<file path="src/rtl/turn_pkg.sv">
// Shared types and constants for the turn-request conditioner.
package turn_pkg;

  typedef enum logic [1:0] {
    REQ_IDLE   = 2'd0,
    REQ_LEFT   = 2'd1,
    REQ_RIGHT  = 2'd2,
    REQ_HAZARD = 2'd3
  } req_state_t;

  localparam int SYNC_STAGES = 2;

endpackage

</file>
<file path="src/rtl/turn_request_ctrl_if.sv">
// Lever inputs and request outputs of the turn-request conditioner.
interface turn_request_ctrl_if;
  import turn_pkg::*;

  // Level semantics, no handshake: raw inputs are asynchronous levels,
  // left/right are registered levels, tick is a one-cycle pulse.
  logic       lever_left_raw;
  logic       lever_right_raw;
  logic       hazard_raw;
  logic       left;
  logic       right;
  logic       tick;
  req_state_t state_dbg;

  modport slave (
    input  lever_left_raw,
    input  lever_right_raw,
    input  hazard_raw,
    output left,
    output right,
    output tick,
    output state_dbg
  );

  modport master (
    output lever_left_raw,
    output lever_right_raw,
    output hazard_raw,
    input  left,
    input  right,
    input  tick,
    input  state_dbg
  );

endinterface

</file>
<file path="src/rtl/switch_debounce.sv">
// Two-flop synchronizer followed by a consecutive-cycle debouncer for one switch.
module switch_debounce
  import turn_pkg::*;
#(
  parameter int DEBOUNCE_CYCLES = 4
) (
  input  logic clk,
  input  logic reset,
  input  logic raw_i,
  output logic db_o
);

  localparam int CW = (DEBOUNCE_CYCLES > 1) ? $clog2(DEBOUNCE_CYCLES) : 1;
  localparam logic [CW-1:0] CNT_LAST = CW'(DEBOUNCE_CYCLES - 1);

  logic [SYNC_STAGES-1:0] sync_q;
  logic                   db_q, db_d;
  logic [CW-1:0]          cnt_q, cnt_d;
  logic                   sync_bit;

  assign sync_bit = sync_q[SYNC_STAGES-1];

  // The counter only advances while the synchronized level disagrees;
  // any agreeing cycle restarts the qualification window.
  always_comb begin
    db_d  = db_q;
    cnt_d = '0;
    if (sync_bit != db_q) begin
      if (cnt_q == CNT_LAST) begin
        db_d = sync_bit;
      end else begin
        cnt_d = cnt_q + CW'(1);
      end
    end
  end

  always_ff @(posedge clk or posedge reset) begin
    if (reset) begin
      sync_q <= '0;
      db_q   <= 1'b0;
      cnt_q  <= '0;
    end else begin
      sync_q <= {sync_q[SYNC_STAGES-2:0], raw_i};
      db_q   <= db_d;
      cnt_q  <= cnt_d;
    end
  end

  assign db_o = db_q;

endmodule

</file>
<file path="src/rtl/turn_request_ctrl.sv">
// Conditions lever/hazard switches into left/right request levels with a
// minimum flash duration, and provides the sequencer step tick.
module turn_request_ctrl
  import turn_pkg::*;
#(
  parameter int DEBOUNCE_CYCLES = 4,
  parameter int TICK_DIV        = 8,
  parameter int MIN_TICKS       = 3
) (
  input  logic                clk,
  input  logic                reset,
  turn_request_ctrl_if.slave  bus
);

  localparam int DW = (TICK_DIV > 1) ? $clog2(TICK_DIV) : 1;
  localparam int HW = ($clog2(MIN_TICKS + 1) > 0) ? $clog2(MIN_TICKS + 1) : 1;
  localparam logic [DW-1:0] DIV_LAST  = DW'(TICK_DIV - 1);
  localparam logic [HW-1:0] HOLD_MAX  = HW'(MIN_TICKS);
  localparam logic [HW-1:0] HOLD_EXIT = HW'(MIN_TICKS - 1);

  logic left_db, right_db, haz_db;

  switch_debounce #(.DEBOUNCE_CYCLES(DEBOUNCE_CYCLES)) u_left_db (
    .clk   (clk),
    .reset (reset),
    .raw_i (bus.lever_left_raw),
    .db_o  (left_db)
  );

  switch_debounce #(.DEBOUNCE_CYCLES(DEBOUNCE_CYCLES)) u_right_db (
    .clk   (clk),
    .reset (reset),
    .raw_i (bus.lever_right_raw),
    .db_o  (right_db)
  );

  switch_debounce #(.DEBOUNCE_CYCLES(DEBOUNCE_CYCLES)) u_haz_db (
    .clk   (clk),
    .reset (reset),
    .raw_i (bus.hazard_raw),
    .db_o  (haz_db)
  );

  req_state_t    state_q, state_d;
  logic [HW-1:0] hold_q, hold_d;
  logic [DW-1:0] div_q, div_d;
  logic          tick_q;
  logic          left_q, right_q;
  logic          own_db;

  assign div_d  = (div_q == DIV_LAST) ? '0 : div_q + DW'(1);
  assign own_db = (state_q == REQ_LEFT) ? left_db : right_db;

  // A single-side request only leaves on a tick once the minimum sweep
  // count is met and its own lever is released; the other lever is ignored.
  always_comb begin
    state_d = state_q;
    hold_d  = hold_q;
    case (state_q)
      REQ_IDLE: begin
        hold_d = '0;
        if (haz_db) begin
          state_d = REQ_HAZARD;
        end else if (left_db && !right_db) begin
          state_d = REQ_LEFT;
        end else if (right_db && !left_db) begin
          state_d = REQ_RIGHT;
        end
      end
      REQ_LEFT, REQ_RIGHT: begin
        if (haz_db) begin
          state_d = REQ_HAZARD;
        end else if (tick_q) begin
          if ((hold_q >= HOLD_EXIT) && !own_db) begin
            state_d = REQ_IDLE;
          end
          if (hold_q != HOLD_MAX) begin
            hold_d = hold_q + HW'(1);
          end
        end
      end
      REQ_HAZARD: begin
        hold_d = '0;
        if (tick_q && !haz_db) begin
          state_d = REQ_IDLE;
        end
      end
      default: begin
        state_d = REQ_IDLE;
        hold_d  = '0;
      end
    endcase
  end

  always_ff @(posedge clk or posedge reset) begin
    if (reset) begin
      state_q <= REQ_IDLE;
      hold_q  <= '0;
      div_q   <= '0;
      tick_q  <= 1'b0;
      left_q  <= 1'b0;
      right_q <= 1'b0;
    end else begin
      state_q <= state_d;
      hold_q  <= hold_d;
      div_q   <= div_d;
      tick_q  <= (div_q == DIV_LAST);
      left_q  <= (state_d == REQ_LEFT)  || (state_d == REQ_HAZARD);
      right_q <= (state_d == REQ_RIGHT) || (state_d == REQ_HAZARD);
    end
  end

  assign bus.left      = left_q;
  assign bus.right     = right_q;
  assign bus.tick      = tick_q;
  assign bus.state_dbg = state_q;

endmodule

</file>
<file path="src/flat_wrapper.sv">
// flat-port wrapper written by rule: the top's interface ports become plain ports
module turn_request_ctrl_flat import turn_pkg::*;
#(
  parameter int DEBOUNCE_CYCLES = 4,
  parameter int TICK_DIV        = 8,
  parameter int MIN_TICKS       = 3
)
  (clk, reset, bus_lever_left_raw, bus_lever_right_raw, bus_hazard_raw, bus_left, bus_right, bus_tick, bus_state_dbg);
  turn_request_ctrl_if bus_i ();
  input  logic clk;
  input  logic reset;
  input wire logic [$bits(bus_i.lever_left_raw)-1:0] bus_lever_left_raw;
  input wire logic [$bits(bus_i.lever_right_raw)-1:0] bus_lever_right_raw;
  input wire logic [$bits(bus_i.hazard_raw)-1:0] bus_hazard_raw;
  output wire logic [$bits(bus_i.left)-1:0] bus_left;
  output wire logic [$bits(bus_i.right)-1:0] bus_right;
  output wire logic [$bits(bus_i.tick)-1:0] bus_tick;
  output wire logic [$bits(bus_i.state_dbg)-1:0] bus_state_dbg;
  assign bus_i.lever_left_raw = bus_lever_left_raw;
  assign bus_i.lever_right_raw = bus_lever_right_raw;
  assign bus_i.hazard_raw = bus_hazard_raw;
  assign bus_left = bus_i.left;
  assign bus_right = bus_i.right;
  assign bus_tick = bus_i.tick;
  assign bus_state_dbg = bus_i.state_dbg;
  turn_request_ctrl #(.DEBOUNCE_CYCLES(DEBOUNCE_CYCLES), .TICK_DIV(TICK_DIV), .MIN_TICKS(MIN_TICKS)) u_core (.clk(clk), .reset(reset), .bus(bus_i));
endmodule
</file>
<file path="config.mk">
export PLATFORM = sky130hd
export DESIGN_NAME = turn_request_ctrl_flat
export DESIGN_NICKNAME = d
export VERILOG_FILES = /design/src/rtl/turn_pkg.sv /design/src/rtl/turn_request_ctrl_if.sv /design/src/rtl/switch_debounce.sv /design/src/rtl/turn_request_ctrl.sv /design/src/flat_wrapper.sv
export SDC_FILE = /design/constraint.sdc
export NUM_CORES = 1
export LEC_CHECK = 0
export BUFFER_PORTS_ARGS = -buffer_cell sky130_fd_sc_hd__buf_2
export CORE_MARGIN = 5
export CORE_UTILIZATION = 40
export CTS_BUF_LIST = sky130_fd_sc_hd__clkbuf_16
export CTS_CLUSTER_DIAMETER = 80
export DETAILED_ROUTE_END_ITERATION = 7
export HOLD_SLACK_MARGIN = 0.12
export PLACE_DENSITY_LB_ADDON = 0.05
export SLEW_MARGIN = 20
export SYNTH_ARGS = -nofsm -noshare
export SYNTH_HDL_FRONTEND = slang
export SYNTH_SLANG_ARGS = --single-unit
</file>
<file path="constraint.sdc">
create_clock -name clk -period 1.6 [get_ports clk]
set_input_delay 0.08 -clock clk [delete_from_list [all_inputs] [get_ports clk]]
set_output_delay 0.08 -clock clk [all_outputs]
set_load 0.01 [all_outputs]
</file>
# --- Word-level counts from Yosys, hierarchy flattened ---
# Index checks and enable logic that the tools add are counted.
totals:
  output_inout_bits: 5
  reg_bits: 25
  wordCells: 75
op_classes:
  magnitude_cmp: 1
  n_mux: 20
  reduce_logical: 17
  n_eq_ne: 17
  addsub: 5
op_table:
  columns: ["operator", "n"]
  rows:
  - ["$mux 2", 16]
  - ["$eq 2x2->1 const B", 7]
  - ["$add 2x1->2 const B", 4]
  - ["$pmux 2 s3", 1]
  - ["$reduce_and 2->1", 3]
  - ["$eq 2x1->1 const B", 2]
  - ["$logic_and 1x1->1", 4]
  - ["$logic_not 1->1", 4]
  - ["$ne 2x1->1 const B", 2]
  - ["$ne 2x2->1 const B", 2]
  - ["$pmux 2 s2", 1]
  - ["$reduce_or 2->1", 2]
  - ["$add 3x1->3 const B", 1]
  - ["$eq 3x3->1 const B", 1]
  - ["$mux 3", 1]
  - ["$ne 1x1->1", 3]
  - ["$reduce_and 3->1", 1]
  - ["$ge 2x2->1 const B", 1]
  - ["$logic_not 2->1", 1]
  - ["$logic_or 1x1->1", 2]
  - ["$mux 1", 1]

# --- Longest topological paths before layout ---
logic_depth:
  depth_word: 10
  mapped_depth: 5
  ltp_nobuf: 5

# --- By module ---
# From an unflattened synthesis, not the netlist that was laid out.
unflattened:
  cells_unflattened: 82
  area_unflattened_um2: 1053.5
by_module_without_submodules:
  columns: ["module", "area_per_inst_um2", "cells_per_inst", "n_inst"]
  rows:
  - ["switch_debounce", 177.7, 11, 3]
  - ["turn_request_ctrl", 520.5, 49, 1]

# --- Worst setup path before layout ---
# No wires, ideal clock.
synth_timing:
  path_type: "register -> register"
  startpoint: "register, netlist name u_core.bus.right"
  endpoint: "register u_core.left_q, in the netlist u_core.bus.left"
  slack_ns: 0.081
  setup_ns: 0.126
  stages_incl_launch_ff: 6
  arrival_ns: 1.393
  t_required_ns: 1.474
  cell_sequence: "dfrtp_1 -> inv_1 -> ha_1 -> a21oi_1 -> a21oi_1 -> o32a_1"
synth_rtl:
  columns: ["item", "line_no", "rtl"]
  rows:
  - ["end signal, assigned", "turn_request_ctrl.sv:108", "left_q <= (state_d == REQ_LEFT) || (state_d == REQ_HAZARD);"]
  - ["end, declared", "turn_request_ctrl.sv:48", "logic left_q, right_q;"]

# --- Worst setup path after layout ---
layout_timing:
  startpoint: "register u_core.state_q[0], in the netlist u_core.bus.state_dbg[0]"
  endpoint: "register u_core.state_q[0], in the netlist u_core.bus.state_dbg[0]"
layout_via:
  elab_chain_cells: 8
layout_lines:
  columns: ["item", "line_no", "rtl"]
  rows:
  - ["start, declared", "turn_request_ctrl.sv:44", "req_state_t state_q, state_d;"]
  - ["start signal, assigned", "turn_request_ctrl.sv:104", "state_q <= state_d;"]
  - ["$eq 2x1->1", "turn_request_ctrl.sv:52, turn_request_ctrl.sv:59", null]
  - ["$mux 1", "turn_request_ctrl.sv:52", "assign own_db = (state_q == REQ_LEFT) ? left_db : right_db;"]
  - ["$logic_not 1->1", "turn_request_ctrl.sv:74", "if ((hold_q >= HOLD_EXIT) && !own_db) begin"]
  - ["$logic_and 1x1->1", "turn_request_ctrl.sv:74", null]
  - ["$mux 2", "turn_request_ctrl.sv:74", null]
  - ["$mux 2", "turn_request_ctrl.sv:73", "end else if (tick_q) begin"]
  - ["$mux 2", "turn_request_ctrl.sv:71", "if (haz_db) begin"]
  - ["$pmux 2 s3 (*)", "turn_request_ctrl.sv:59", "case (state_q)"]
  - ["named net u_core.state_d[0]", "turn_request_ctrl.sv:44", null]
# Mark *: on every way through the listed nets, which the timed path passes. The rest lies on a longest branch.
# A chain may end at the register's enable or synchronous reset.

==> results.txt <==
----------------------------------------------------
[Status]
  Status ... finished clean

[Setup path]
  Cell depth of the worst flop-to-flop path ... 5
  Critical Path Max Stage Delay ... 0.41 ns
  Setup crit end kind ... register
  Top delay family on crit path ... compound AO/OA/AOI/OAI gates
  Crit path max fanout ... 6
  Worst setup SP type ... register
  First element of the critical path ... u_core.bus.state_dbg[0]$_DFF_PP0_
  Category of the critical setup timing path ... reg2reg
  Required time at the endpoint of the critical path ... 1.73 ns
  Series of cell instances along the critical path ... inv_1 > ha_1 > a21oi_1 > a21oi_1 > o32a_1
  Cell at the slowest stage of the critical path ... dfrtp_2
  Slack of the worst reg-to-reg path ... 0.13 ns
  RR Startpoint ... u_core.bus.state_dbg[0]$_DFF_PP0_
  Crit path buffers/inverters ... 1
  R2R Path End ... u_core.bus.state_dbg[0]$_DFF_PP0_
  Worst EP arrival ... 1.60 ns
  Most used cell, CP ... a21oi_1

[Job]
  Count of max-cap constraint violations ... 0

[Final layout]
  Share of post-route cells with drive strength above 1 ... 20.8%
  Layout overhead on the synthesized area ... 23.7%
  Count of nets after finishing ... 117
  Antenna diode instance count ... 0
  Filler Cell Count ... 219
  Core Util, Final ... 51.4%

[Power]
  VDD IR max ... 1100 µV
  Static Leakage ... 0.630 nW
  Areal power density over the cells ... 1910 nW/µm²

[Clock tree]
  Post-CTS Setup Inserts ... 0
  Source-to-sink clock delay at the later pin of the worst-skew pair ... 0.25 ns
  Clock buffer count from CTS ... 3
  CTS tree ... yes
  CTS H-Tree Depth ... 1
  Clock Sink Count ... 24
  Clock slew at the register clock pins of the worst setup and hold paths ... 0.06 ns
  CTS Root Cell ... clkbuf_16
  Clock tree buffer depth ... 2

[STA]
  Number of hold violations in the final report ... 0
  Share of the clock period used by the worst path after layout ... 91.8%
  Maximum clock frequency ... 681 MHz
  Finish-stage setup viols ... 0
  Slew @ Worst Pin ... 0.295 ns
  Post-route worst setup slack ... 0.131 ns
  Final-report max-slew violation count ... 0
  Time the final worst path needs with I/O delays and setup ... 1.47 ns
  RSZ-0062 raised after global routing ... no
  Worst max-slew margin expressed relative to the limit ... 80.4%
  Clock Skews ... 0.00489 ns
  Final setup TNS ... 0 ns

[Placed design]
  Final weighted congestion in routability-driven placement ... 0.724
  Port Buf Inserts ... 9
  Pre-CTS setup slack ... 0.0918 ns
  HPWL after DPL ... 1110 µm

[Logic synthesis]
  Area of the mapped netlist ... 1030 µm²
  Cell count after synthesis ... 82
  Synthesized-area fraction occupied by adder cells ... 13.3%
  Post-synth top area share ... 58.4%
  Compound-gate portion of the synthesized area ... 9.00%
  Number of synthesized flops with an enable pin ... 0
  Multiplexer area fraction after synthesis ... 2.07%
  Number of warning messages in the yosys log ... 0
  Distinct cells, synth ... 23
  Ranking of synthesized cells by instance count ... dfrtp_1 (24), ha_1 (10), a21oi_1 (7), nand2_1 (7), inv_1 (5)
  Async set-reset flop share out of synthesis ... 100%
  Nets in the synthesized netlist ... 97
  Library cell with the highest instance count after synthesis ... dfrtp_1
  Combinational family with the most area after synthesis ... adder cells
  Dominant cell type by area after synthesis ... dfrtp_1
  Top area cells in the synthesized netlist ... dfrtp_1 (58%), ha_1 (12%), a21oi_1 (3.4%), o32a_1 (2.9%), nand2_1 (2.6%)
  Count of state elements after synthesis ... 24
  Sequential cell area fraction in the yosys report ... 58.4%
  Xor/xnor share of the synthesized area ... 3.41%
  Synthesized area per cell ... 12.5 µm²
  Simple-gate share of the synthesized area ... 10.9%
  Primary FF master, synth ... dfrtp_1

[Min path]
  Startpoint of the tightest hold check path ... u_core.u_right_db.sync_q[0]$_DFF_PP0_
  WHS Path Cells ... 0
  Hold endpoint ... u_core.u_right_db.sync_q[1]$_DFF_PP0_
  Hold Path Class ... reg2reg

[Route]
  Per-cell via count in the routed design ... 4.81
  Vias after detailed routing ... 630
  Number of DRC markers in iteration 0 ... 22
  Total wirelength of the detailed-routed design ... 1530 µm
  Drt drc ... 0
  WL/cell ... 11.7 µm
  First drt pass iteration count ... 2
  Post-detailed-route count of antenna-violating nets ... 0

[Floorplanning]
  Vertical extent of the die ... 60.7 µm
  Effective utilization at floorplan ... 41.5%
  Placeable Area ... 2480 µm²
  Die Area ... 3690 µm²
  X dimension of the die ... 60.7 µm
  I/O pin count ... 10
  Row count ... 18

[Global routing]
  Met2 capacity usage during global routing ... 15.1%
  Met3 track utilization from global routing ... 2.55%
  Antenna violations before repair ... 0
  Vias in the first global route ... 614
  Total global routing overflow ... 0
  Global-route wire length before repair ... 2640 µm
  GRT Resource Usage Total ... 9.86%
  Met1 track utilization from global routing ... 12.6%
  Most used routing layer in global routing ... met2
  Largest net degree at the start of global routing ... 25

----------------------------------------------------
==> power by group <==
part | total (W) | internal, W | switching (W)
clock network | 0.000693 | 0.000496 | 0.000196
registers | 0.000921 | 0.000782 | 0.000139
logic | 0.000814 | 0.000419 | 0.000396
==> registers in the layout (all words and copies together), names as in the netlist <==
| register | cells |
|---|---|
| u_core.div_q | 3 |
| u_core.hold_q | 2 |
| u_core.u_haz_db.cnt_q | 2 |
| u_core.u_haz_db.sync_q | 2 |
| u_core.u_left_db.cnt_q | 2 |
| u_core.u_left_db.sync_q | 2 |
| u_core.u_right_db.cnt_q | 2 |
| u_core.u_right_db.sync_q | 2 |
| u_core.bus.left | 1 |
| u_core.bus.right | 1 |
| u_core.bus.state_dbg | 1 |
| u_core.bus.tick | 1 |
| u_core.u_haz_db.db_o | 1 |
| u_core.u_left_db.db_o | 1 |
| u_core.u_right_db.db_o | 1 |
==> layout by cell type, fill, tap and decap left out, types with 3 or more instances in the layout <==
cell type	n
dfrtp_1	23
ha_1	10
buf_2	9
nand2_1	7
a21oi_1	7
inv_1	5
dlygate4sd3_1	4
and2_1	3
o32a_1	3
clkbuf_16	3
buf_4	3
==> cell families after synthesis <==
group,count (synthesis)
AO/OA/AOI/OAI,14
XOR/XNOR,4
adder cells (fa/ha/maj),11
buffers and inverters,7
flip-flops,24
multiplexers,2
AND/OR/NAND/NOR,20
==> how the worst max path moves through the flow <==
stage | depth (start not counted) | slack (ns) | to
3_3_place_gp | 5 | 0.11 | u_core.bus.left$_DFF_PP0_
3_5_place_dp | 5 | 0.09 | u_core.bus.state_dbg[0]$_DFF_PP0_
6_report | 5 | 0.13 | u_core.bus.state_dbg[0]$_DFF_PP0_
4_1_cts | 5 | 0.08 | u_core.bus.state_dbg[0]$_DFF_PP0_
2_1_floorplan | 5 | 0.08 | u_core.bus.left$_DFF_PP0_
5_1_grt | 5 | 0.02 | u_core.bus.right$_DFF_PP0_
==> metal layers <==
| layer | part of all wire, % | wire [µm] |
|---|---|---|
| met5 | 0 | 0 |
| met4 | 2.2 | 34 |
| met3 | 4.3 | 65 |
| met2 | 46 | 698 |
| met1 | 48 | 729 |
==> per-stage QoR <==
step / instances / area (µm²) / total power [W] / hold slack, ns
2_1_floorplan: 82 / 1030 / 0.00153 / 0.0946
3_3_place_gp: 123 / 1130 / 0.00173 / 0.132
3_5_place_dp: 123 / 1130 / 0.00174 / 0.141
4_1_cts: 131 / 1270 / 0.00245 / 0.351
5_1_grt: 131 / 1270 / 0.00259 / 0.366
6_report: 131 / 1270 / 0.00243 / 0.348
==> layout make-up <==
class                   count  area, µm²  area share (%)
clock buffers               3       75.1            5.90
well taps                  30       37.5            2.95
clock inverters             1       30.0            2.36
repair buffers             16        108            8.46
multi-input cells          51        398            31.3
flip-flops and latches     24        602            47.3
inverters                   6       22.5            1.77
==> timing repair <==
action | 4_1_cts | 5_1_grt
hold buffers | 4 | 0
hold endpoints to repair | 27 | 0
setup endpoints to repair | 0 | 3
gates resized for setup | 0 | 1
==> worst register-to-register path, delay by kind of cell (launching register included) <==
kind | cells | cell delay, ns
adders and majority gates | 1 | 0.36
buffers and inverters | 1 | 0.06
DFF | 1 | 0.41
AOI/OAI and AO/OA | 3 | 0.54
Note: power is estimated with default switching activity, not from simulation.
